===== config.mk =====
export PLATFORM = sky130hd
export DESIGN_NAME = axi_lite_master_bridge
export DESIGN_NICKNAME = d
export VERILOG_FILES = /design/src/rtl/axi_lite_master_bridge.sv
export SDC_FILE = /design/constraint.sdc
export NUM_CORES = 1
export LEC_CHECK = 0
export ABC_CLOCK_PERIOD_IN_PS = 5350
export CAP_MARGIN = 20
export CELL_PAD_IN_SITES_DETAIL_PLACEMENT = 0
export CELL_PAD_IN_SITES_GLOBAL_PLACEMENT = 1
export CORE_ASPECT_RATIO = 0.9
export CORE_UTILIZATION = 29
export DETAILED_ROUTE_END_ITERATION = 12
export MAX_ROUTING_LAYER = met4
export PLACE_DENSITY_LB_ADDON = 0.1
export SLEW_MARGIN = 40
export SYNTH_ARGS = -nofsm -noshare
export SYNTH_HDL_FRONTEND = slang
export SYNTH_SLANG_ARGS = --single-unit

===== constraint.sdc =====
create_clock -name clk -period 5.35 [get_ports clk]
set_input_delay 1.3375 -clock clk [delete_from_list [all_inputs] [get_ports clk]]
set_output_delay 1.3375 -clock clk [all_outputs]
set_load 0.05 [all_outputs]

===== src/rtl/axi_lite_master_bridge.sv =====
// Arbitrates the core's fetch and data ports onto one AXI4-Lite master.
// Only one transaction is in flight at a time. Completion is a one-cycle ack to the granted requester.
module axi_lite_master_bridge #(
    parameter int ADDR_WIDTH = 32,
    parameter int DATA_WIDTH = 32,
    parameter int ARB_MODE   = 0
) (
    input  logic                      clk,
    input  logic                      rst,

    input  logic                      inst_req_i,
    input  logic [ADDR_WIDTH-1:0]     inst_addr_i,
    output logic [DATA_WIDTH-1:0]     inst_rdata_o,
    output logic                      inst_ack_o,

    input  logic                      data_req_i,
    input  logic                      data_we_i,
    input  logic [ADDR_WIDTH-1:0]     data_addr_i,
    input  logic [DATA_WIDTH/8-1:0]   data_sel_i,
    input  logic [DATA_WIDTH-1:0]     data_wdata_i,
    output logic [DATA_WIDTH-1:0]     data_rdata_o,
    output logic                      data_ack_o,
    output logic                      bus_err_o,

    output logic [ADDR_WIDTH-1:0]     m_awaddr,
    output logic                      m_awvalid,
    input  logic                      m_awready,
    output logic [DATA_WIDTH-1:0]     m_wdata,
    output logic [DATA_WIDTH/8-1:0]   m_wstrb,
    output logic                      m_wvalid,
    input  logic                      m_wready,
    input  logic [1:0]                m_bresp,
    input  logic                      m_bvalid,
    output logic                      m_bready,
    output logic [ADDR_WIDTH-1:0]     m_araddr,
    output logic                      m_arvalid,
    input  logic                      m_arready,
    input  logic [DATA_WIDTH-1:0]     m_rdata,
    input  logic [1:0]                m_rresp,
    input  logic                      m_rvalid,
    output logic                      m_rready
);

    localparam int STRB_WIDTH = DATA_WIDTH / 8;

    typedef enum logic [2:0] {
        IDLE,
        RD_A,
        RD_D,
        WR_AW,
        WR_B,
        RESP
    } state_t;

    state_t                  state;
    logic                    is_data_q;
    logic                    prefer_data;
    logic                    grant_data;
    logic                    grant_inst;
    logic [ADDR_WIDTH-1:0]   addr_q;
    logic [DATA_WIDTH-1:0]   wdata_q;
    logic [STRB_WIDTH-1:0]   strb_q;

    // prefer_data only matters in round-robin mode; fixed priority always favours data
    always_comb begin
        grant_data = data_req_i && (!inst_req_i || (ARB_MODE == 0) || prefer_data);
        grant_inst = inst_req_i && !grant_data;
    end

    assign m_awaddr = addr_q;
    assign m_araddr = addr_q;
    assign m_wdata  = wdata_q;
    assign m_wstrb  = strb_q;

    // Request payload is latched while idle, so it is frozen from the grant edge onwards
    always_ff @(posedge clk) begin
        if (state == IDLE) begin
            if (grant_data) begin
                addr_q  <= data_addr_i;
                wdata_q <= data_wdata_i;
                strb_q  <= data_sel_i;
            end else begin
                addr_q  <= inst_addr_i;
                wdata_q <= '0;
                strb_q  <= '0;
            end
        end
    end

    always_ff @(posedge clk) begin
        if (!rst) begin
            state        <= IDLE;
            is_data_q    <= 1'b0;
            prefer_data  <= 1'b1;
            m_awvalid    <= 1'b0;
            m_wvalid     <= 1'b0;
            m_bready     <= 1'b0;
            m_arvalid    <= 1'b0;
            m_rready     <= 1'b0;
            inst_ack_o   <= 1'b0;
            data_ack_o   <= 1'b0;
            bus_err_o    <= 1'b0;
            inst_rdata_o <= '0;
            data_rdata_o <= '0;
        end else begin
            case (state)
                IDLE: begin
                    if (grant_data || grant_inst) begin
                        is_data_q   <= grant_data;
                        prefer_data <= !grant_data;
                        if (grant_data && data_we_i) begin
                            state     <= WR_AW;
                            m_awvalid <= 1'b1;
                            m_wvalid  <= 1'b1;
                        end else begin
                            state     <= RD_A;
                            m_arvalid <= 1'b1;
                        end
                    end
                end
                RD_A: begin
                    if (m_arready) begin
                        m_arvalid <= 1'b0;
                        m_rready  <= 1'b1;
                        state     <= RD_D;
                    end
                end
                RD_D: begin
                    if (m_rvalid) begin
                        m_rready  <= 1'b0;
                        bus_err_o <= (m_rresp >= 2'b10);
                        if (is_data_q) begin
                            data_rdata_o <= m_rdata;
                            data_ack_o   <= 1'b1;
                        end else begin
                            inst_rdata_o <= m_rdata;
                            inst_ack_o   <= 1'b1;
                        end
                        state <= RESP;
                    end
                end
                WR_AW: begin
                    // AW and W complete independently; a dropped valid marks its channel done
                    if (m_awvalid && m_awready) begin
                        m_awvalid <= 1'b0;
                    end
                    if (m_wvalid && m_wready) begin
                        m_wvalid <= 1'b0;
                    end
                    if ((!m_awvalid || m_awready) && (!m_wvalid || m_wready)) begin
                        m_bready <= 1'b1;
                        state    <= WR_B;
                    end
                end
                WR_B: begin
                    if (m_bvalid) begin
                        m_bready     <= 1'b0;
                        bus_err_o    <= (m_bresp >= 2'b10);
                        data_rdata_o <= '0;
                        data_ack_o   <= 1'b1;
                        state        <= RESP;
                    end
                end
                RESP: begin
                    inst_ack_o   <= 1'b0;
                    data_ack_o   <= 1'b0;
                    bus_err_o    <= 1'b0;
                    inst_rdata_o <= '0;
                    data_rdata_o <= '0;
                    state        <= IDLE;
                end
                default: begin
                    state <= IDLE;
                end
            endcase
        end
    end

endmodule

==> impl_metrics.sql, run 1 <==
INSERT INTO impl_metrics (metric_group, metric, value, unit) VALUES
('global_routing', 'overflow', '0', ''),
('sta', 'slew_viol_final', '0', ''),
('floorplanning', 'top_ports', '318', ''),
('critical_path', 'cp_cell_sequence', 'clkdlybuf4s50_1', ''),
('clock_network', 'root_buffer', 'clkbuf_16', ''),
('sta', 'max_slew_margin', '50.7', '%'),
('critical_path', 'worstPathArrival', '1.65', 'ns'),
('floorplanning', 'die_h', '140', 'µm'),
('floorplanning', 'fp.dieArea', '21700', 'µm²'),
('critical_path', 'critical_path_peak_fanout', '2', ''),
('floorplanning', 'fp.dieW', '155', 'µm'),
('synth', 'netlist.area_leader.share', '33.4', '%'),
('critical_path', 'timing.reg2reg.setup_slack', '3.22', 'ns'),
('sta', 'clock.fmax', '0.335', 'GHz'),
('synth', 'synthMostInstantiatedCell', 'dfxtp_1', ''),
('global_routing', 'grt_first_pass_wirelength', '28100', 'µm'),
('clock_network', 'ctsHtreeMaxLevel', '4', ''),
('placement', 'gp_routability_congestion', '0.755', ''),
('sta', 'layout_min_cycle_time', '2.98', 'ns'),
('power', 'p_comb_share', '38.3', '%'),
('global_routing', 'grt_pass1_vias', '4955', ''),
('global_routing', 'grt_util_all_layers', '17.7', '%'),
('critical_path', 'regToRegEndpoint', 'data_rdata_o[15]', ''),
('route', 'drt_first_pass_iters', '4', ''),
('critical_path', 'number_of_cell_instances_on_the_worst_register_to_register_path', '6', ''),
('power', 'power.static_leakage', '3.43', 'nW'),
('clock_network', 'number_of_hold_buffers_added_after_cts', '0', ''),
('power', 'switching_pwr', '1.64', 'mW'),
('synth', 'number_of_enable_type_register_cells_in_the_synthesized_netlist', '68', ''),
('route', 'route.antenna.remaining_nets', '0', ''),
('route', 'drcViolationCount', '0', ''),
('sta', 'worst_clock_skew', '0.00849', 'ns'),
('sta', 'setup_tns_final', '0', 'ns'),
('min_path', 'hold_path_end', 'data_rdata_o[3]', ''),
('critical_path', 'critPathLaunchType', 'flop', ''),
('sta', 'grt_setup_unrepaired', 'no', ''),
('clock_network', 'ctsResizeCount', '0', ''),
('outcome', 'status', 'complete, no violations', ''),
('clock_network', 'clk_latency', '0.42', 'ns'),
('power', 'sw_frac_of_total', '38.8', '%'),
('placement', 'dp.cells', '1076', ''),
('min_path', 'timing.hold.worst_path_depth', '2', ''),
('route', 'wire_length_after_detailed_routing', '18300', 'µm'),
('sta', 'tightest_slew', '0.739', 'ns'),
('synth', 'yosysWarningCount', '0', ''),
('synth', 'syn_nets', '685', ''),
('synth', 'synth_cells', '539', ''),
('critical_path', 'critPathTopFamily', 'buffers and inverters', ''),
('clock_network', 'cts.clk_slew.worst_paths', '0.06', 'ns'),
('synth', 'synth-main-ff-cell', 'dfxtp_1', ''),
('critical_path', 'worstSetupPathType', 'reg -> out', ''),
('power', 'power.clock.fraction', '27.0', '%'),
('clock_network', 'number_of_post_cts_setup_repair_buffers', '0', ''),
('route', 'routed-via-count', '4857', ''),
('route', 'route.detailed.wl_per_inst', '16.5', 'µm'),
('floorplanning', 'core', '20700', 'µm²'),
('power', 'vdd_drop_max', '0.226', 'mV'),
('layout', 'num-nets-final', '956', ''),
('synth', 'synth_area_leader_cell', 'edfxtp_1', ''),
('route', 'route.detailed.vias_per_inst', '4.38', ''),
('global_routing', 'grt_start_max_net_pins', '77', ''),
('synth', 'synth.avg_cell_area', '11.3', 'µm²'),
('critical_path', 'timing.critical_path.buf_inv', '1', ''),
('synth', 'yosysSeqAreaShare', '58.3', '%'),
('floorplanning', 'start_util', '29.5', '%'),
('power', 'totalPowerFinal', '4.23', 'mW'),
('clock_network', 'cts_tree', 'done', ''),
('layout', 'area_delta_synth_final', '60.3', '%'),
('layout', 'final-instance-count-excl-fill', '1108', ''),
('clock_network', 'cts_inserted_buffers', '17', ''),
('sta', 'hold_viol_final', '0', '');
## stage by stage
step / util, % / worst slack (ns) / cell area (µm²)
5_1_grt: 47.4 / 2.30 / 9810
4_1_cts: 47.3 / 2.33 / 9790
3_5_place_dp: 44.6 / 1.95 / 9240
2_1_floorplan: - / 1.55 / 6120
6_report: 47.4 / 2.37 / 9810
3_3_place_gp: 44.5 / 1.98 / 9220
## sequential cells by signal (all words and copies together), names as in the netlist
register	flops
bus_err_o	1
data_ack_o	1
data_rdata_o	32
inst_ack_o	1
inst_rdata_o	32
is_data_q	1
m_araddr	32
m_arvalid	1
m_awvalid	1
m_bready	1
m_rready	1
m_wdata	32
m_wstrb	4
m_wvalid	1
state	3
## cell families after synthesis
family | after synthesis | share of synthesized area (%)
buffers and inverters | 78 | 8.08
AND/OR/NAND/NOR | 195 | 17.8
flip-flops | 144 | 58.3
AO/OA/AOI/OAI | 89 | 9.80
multiplexers | 33 | 6.05
## area by class of cell
class                           instances  area [µm²]
Tap cell                              286         358
Clock inverter                         11         118
Sequential cell                       144        3560
Inverter                                6        22.5
Multi-Input combinational cell        317        2090
Clock buffer                           20         437
Timing Repair Buffer                  324        3220
Fill cell                            1942       10900
## metal layers
| layer | up-vias | part of all wire [%] | GRT usage (%) |
|---|---|---|---|
| li1 | 2389 | - | - |
| met1 | 2283 | 40 | 19.6 |
| met2 | 177 | 51 | 30.3 |
| met3 | 8 | 7.4 | 6.07 |
| met4 | 0 | 1.0 | 4.12 |
| met5 | - | 0 | - |
## worst max-delay path by stage
stage                 start  slack [ns]  cells after the start               end
2_1_floorplan      state[1]        1.55                      5         is_data_q
6_report        m_araddr[9]        2.37                      1       m_awaddr[9]
3_5_place_dp       m_rvalid        1.95                      6  data_rdata_o[15]
3_3_place_gp       m_rvalid        1.98                      6  data_rdata_o[15]
4_1_cts         m_araddr[9]        2.33                      1       m_awaddr[9]
5_1_grt        m_araddr[31]        2.30                      1      m_araddr[31]
## cell usage in the layout, fill, tap and decap left out, types with 2 or more instances in the layout
| master | instances |
|---|---|
| mux2_2 | 32 |
| clkbuf_1 | 3 |
| nand3_2 | 18 |
| clkbuf_16 | 17 |
| clkinv_4 | 3 |
| nand3_1 | 47 |
| a21oi_1 | 5 |
| nand2b_1 | 4 |
| clkinv_2 | 4 |
| a21boi_2 | 8 |
| o211a_1 | 2 |
| nor2b_1 | 3 |
| nand2_1 | 69 |
| nand3b_1 | 3 |
| bufinv_16 | 2 |
| o21ai_1 | 29 |
| buf_4 | 9 |
| a21boi_0 | 4 |
| o21ai_0 | 11 |
| edfxtp_1 | 68 |
| and2_1 | 39 |
| nor3b_1 | 2 |
| clkdlybuf4s50_1 | 313 |
| a21boi_1 | 23 |
| dfxtp_1 | 76 |
| inv_1 | 6 |
## power groups by stage
stage | combinational (mW) | sequential (mW) | clock [mW]
final | 1.62 | 1.47 | 1.14
after global routing | 1.68 | 1.49 | 1.23
after CTS | 1.64 | 1.47 | 1.18
after detailed placement | 1.64 | 1.50 | 0
after global placement | 1.63 | 1.48 | 0
after floorplan | 0.514 | 2.07 | 0
No activity file was read; power rests on OpenSTA's default activity.
==> run 2, diff against run 1 <==
- ABC_CLOCK_PERIOD_IN_PS: 5350 -> 3000
- clock period: 5.35 -> 3 ns (I/O delays scaled with it)
==> impl_metrics.sql, run 2 (same netlist as run 1, synthesis figures left out) <==
INSERT INTO impl_metrics (metric_group, metric, value, unit) VALUES
('outcome', 'status', 'complete, no violations', ''),
('route', 'route.detailed.wl_per_inst', '16.5', 'µm'),
('power', 'power.static_leakage', '3.43', 'nW'),
('critical_path', 'critPathLaunchType', 'flop', ''),
('critical_path', 'worstSetupPathType', 'reg -> out', ''),
('route', 'wire_length_after_detailed_routing', '18300', 'µm'),
('layout', 'final-instance-count-excl-fill', '1112', ''),
('layout', 'layout.cells.most_common', 'clkdlybuf4s50_1', ''),
('sta', 'setup_tns_final', '0', 'ns'),
('critical_path', 'cp_cell_sequence', 'clkdlybuf4s50_1', ''),
('power', 'switching_pwr', '2.99', 'mW'),
('clock_network', 'number_of_post_cts_setup_repair_buffers', '0', ''),
('route', 'route.antenna.remaining_nets', '0', ''),
('critical_path', 'worst_setup_path_end_kind', 'primary output', ''),
('clock_network', 'clockBufferDepth', '2', ''),
('critical_path', 'critical_path_peak_fanout', '2', ''),
('min_path', 'hold_path_end', 'data_rdata_o[31]', ''),
('power', 'sw_frac_of_total', '39.6', '%'),
('critical_path', 'critPathSlowestCell', 'clkdlybuf4s50_1', ''),
('critical_path', 'crit-reg2reg-launch', 'state[0]', ''),
('sta', 'layout_min_cycle_time', '2.38', 'ns'),
('global_routing', 'number_of_antenna_violations_at_the_first_check_in_global_routing', '1', ''),
('sta', 'grt_setup_unrepaired', 'no', ''),
('floorplanning', 'core', '20700', 'µm²'),
('power', 'vdd_drop_max', '0.364', 'mV'),
('placement', 'numPortBuffers', '315', ''),
('floorplanning', 'die_h', '140', 'µm'),
('global_routing', 'gr-max-usage-layer', 'met2', ''),
('layout', 'regArea', '3560', 'µm²'),
('placement', 'gp_routability_congestion', '0.760', ''),
('power', 'p_comb_share', '38.3', '%'),
('power', 'power.clock.fraction', '27.0', '%'),
('global_routing', 'overflow', '0', ''),
('global_routing', 'grt_first_pass_wirelength', '27600', 'µm'),
('sta', 'slew_viol_final', '0', ''),
('critical_path', 'number_of_cell_instances_on_the_worst_register_to_register_path', '5', ''),
('global_routing', 'grt_pass1_vias', '4963', ''),
('clock_network', 'clock_sink_count', '144', ''),
('global_routing', 'global_route_track_usage_on_met2', '29.8', '%'),
('floorplanning', 'number_of_cell_rows', '50', ''),
('sta', 'setup_viol', '0', ''),
('layout', 'utilization', '47.5', '%'),
('sta', 'max_slew_margin', '60.5', '%'),
('global_routing', 'global_route.usage.met3', '5.64', '%'),
('job', 'maxCapViolations', '0', ''),
('floorplanning', 'fp.dieW', '155', 'µm'),
('critical_path', 'timing.reg2reg.setup_slack', '1.19', 'ns'),
('clock_network', 'cts_inserted_buffers', '17', ''),
('layout', 'area_delta_synth_final', '60.9', '%'),
('floorplanning', 'top_ports', '318', ''),
('sta', 'clock.fmax', '0.420', 'GHz'),
('layout', 'final_layout_size_suffix_gt1_share', '13.1', '%'),
('clock_network', 'clk_latency', '0.42', 'ns'),
('min_path', 'hold_startpoint', 'data_rdata_o[31]', ''),
('layout', 'multi_input_area', '2080', 'µm²'),
('min_path', 'worst_hold_path_type', 'reg -> reg', ''),
('global_routing', 'gr_met1_demand_resource', '18.6', '%'),
('sta', 'final_min_period_over_clock_period', '79.3', '%'),
('placement', 'placed_instance_area', '9280', 'µm²'),
('power', 'totalPowerFinal', '7.54', 'mW'),
('critical_path', 'critPathTopFamily', 'buffers and inverters', ''),
('route', 'drt_iter0_drc', '184', ''),
('layout', 'n_fill_cell', '1907', ''),
('route', 'drt_first_pass_iters', '4', ''),
('layout', 'final_area', '9840', 'µm²'),
('critical_path', 'worstPathArrival', '1.63', 'ns'),
('clock_network', 'number_of_hold_buffers_added_after_cts', '0', ''),
('clock_network', 'cts.clk_slew.worst_paths', '0.06', 'ns'),
('power', 'power.density', '766', 'nW/µm²'),
('critical_path', 'timing.critical_path.buf_inv', '1', ''),
('critical_path', 'regToRegEndpoint', 'inst_rdata_o[31]', ''),
('layout', 'num-nets-final', '958', ''),
('global_routing', 'grt_util_all_layers', '17.3', '%'),
('floorplanning', 'fp.dieArea', '21700', 'µm²'),
('placement', 'dp.cells', '1079', ''),
('clock_network', 'ctsHtreeMaxLevel', '4', ''),
('power', 'cell_internal_pwr', '4.56', 'mW'),
('sta', 'tightest_slew', '0.593', 'ns'),
('sta', 'worst_clock_skew', '0.0114', 'ns'),
('min_path', 'timing.hold.worst_path_depth', '2', ''),
('layout', 'most_frequent_cells_in_the_layout', 'clkdlybuf4s50_1, dfxtp_1, nand2_1, edfxtp_1, nand3_1', ''),
('critical_path', 'critPathRequiredTime', '2.25', 'ns'),
('global_routing', 'grt_start_max_net_pins', '66', ''),
('critical_path', 'timing.critical_path.slowest_cell_delay', '0.84', 'ns'),
('sta', 'hold_viol_final', '0', ''),
('route', 'route.detailed.vias_per_inst', '4.37', ''),
('placement', 'dp_hpwl', '13000', 'µm'),
('power', 'p_seq_share', '34.6', '%'),
('route', 'drcViolationCount', '0', ''),
('clock_network', 'cts_tree', 'done', ''),
('floorplanning', 'start_util', '29.5', '%'),
('clock_network', 'ctsResizeCount', '0', ''),
('route', 'routed-via-count', '4858', ''),
('clock_network', 'root_buffer', 'clkbuf_16', '');
[run 2: changes by cell type in the layout (fill, tap and decap cells not counted)]
cell	previous run	this run
clkbuf_1	3	1
diode_2	0	1
clkinv_2	4	2
buf_12	0	2
buf_4	9	10
nand2b_4	1	0
buf_8	1	0
nand2b_2	0	1
bufinv_16	2	1
clkinvlp_4	1	4
inv_6	0	5
clkinv_1	1	0
clkinv_4	3	2
[run 2: layout make-up]
cell class	count	share of cell area, %
antenna	1	0.0254
clock buffer	18	4.36
clock inverter	14	1.33
inverter	6	0.229
multi-input combinational	317	21.2
sequential	144	36.2
tap	286	3.64
timing repair buffer	326	33.0
[run 2: layer usage]
layer / part of all wire, % / vias up
met5: 0 / -
met3: 7.5 / 24
met1: 40 / 2266
met2: 51 / 179
met4: 1.6 / 0
li1: - / 2389
[run 2: how the worst max path moves through the flow]
| stage | start | end | slack (ns) | depth (start not counted) |
|---|---|---|---|---|
| after floorplan | state[1] | is_data_q | 0.31 | 5 |
| after global placement | m_rvalid | inst_rdata_o[31] | 0.70 | 6 |
| after detailed placement | m_rvalid | inst_rdata_o[31] | 0.71 | 6 |
| after CTS | m_araddr[7] | m_araddr[7] | 0.56 | 1 |
| after global routing | m_araddr[2] | m_araddr[2] | 0.55 | 1 |
| final | m_araddr[7] | m_araddr[7] | 0.62 | 1 |
[run 2: through the flow]
step / hold slack, ns / setup WS [ns]
3_5_place_dp: 0.444 / 0.706
2_1_floorplan: 0.534 / 0.309
6_report: 0.454 / 0.620
5_1_grt: 0.473 / 0.549
4_1_cts: 0.453 / 0.564
3_3_place_gp: 0.438 / 0.702
[run 2: power by group through the flow]
stage | logic (mW) | registers [mW] | clock network [mW]
after floorplan | 0.921 | 3.69 | 0
after global placement | 2.92 | 2.64 | 0
after detailed placement | 2.92 | 2.66 | 0
after CTS | 2.93 | 2.62 | 2.11
after global routing | 3.00 | 2.65 | 2.19
final | 2.89 | 2.61 | 2.04
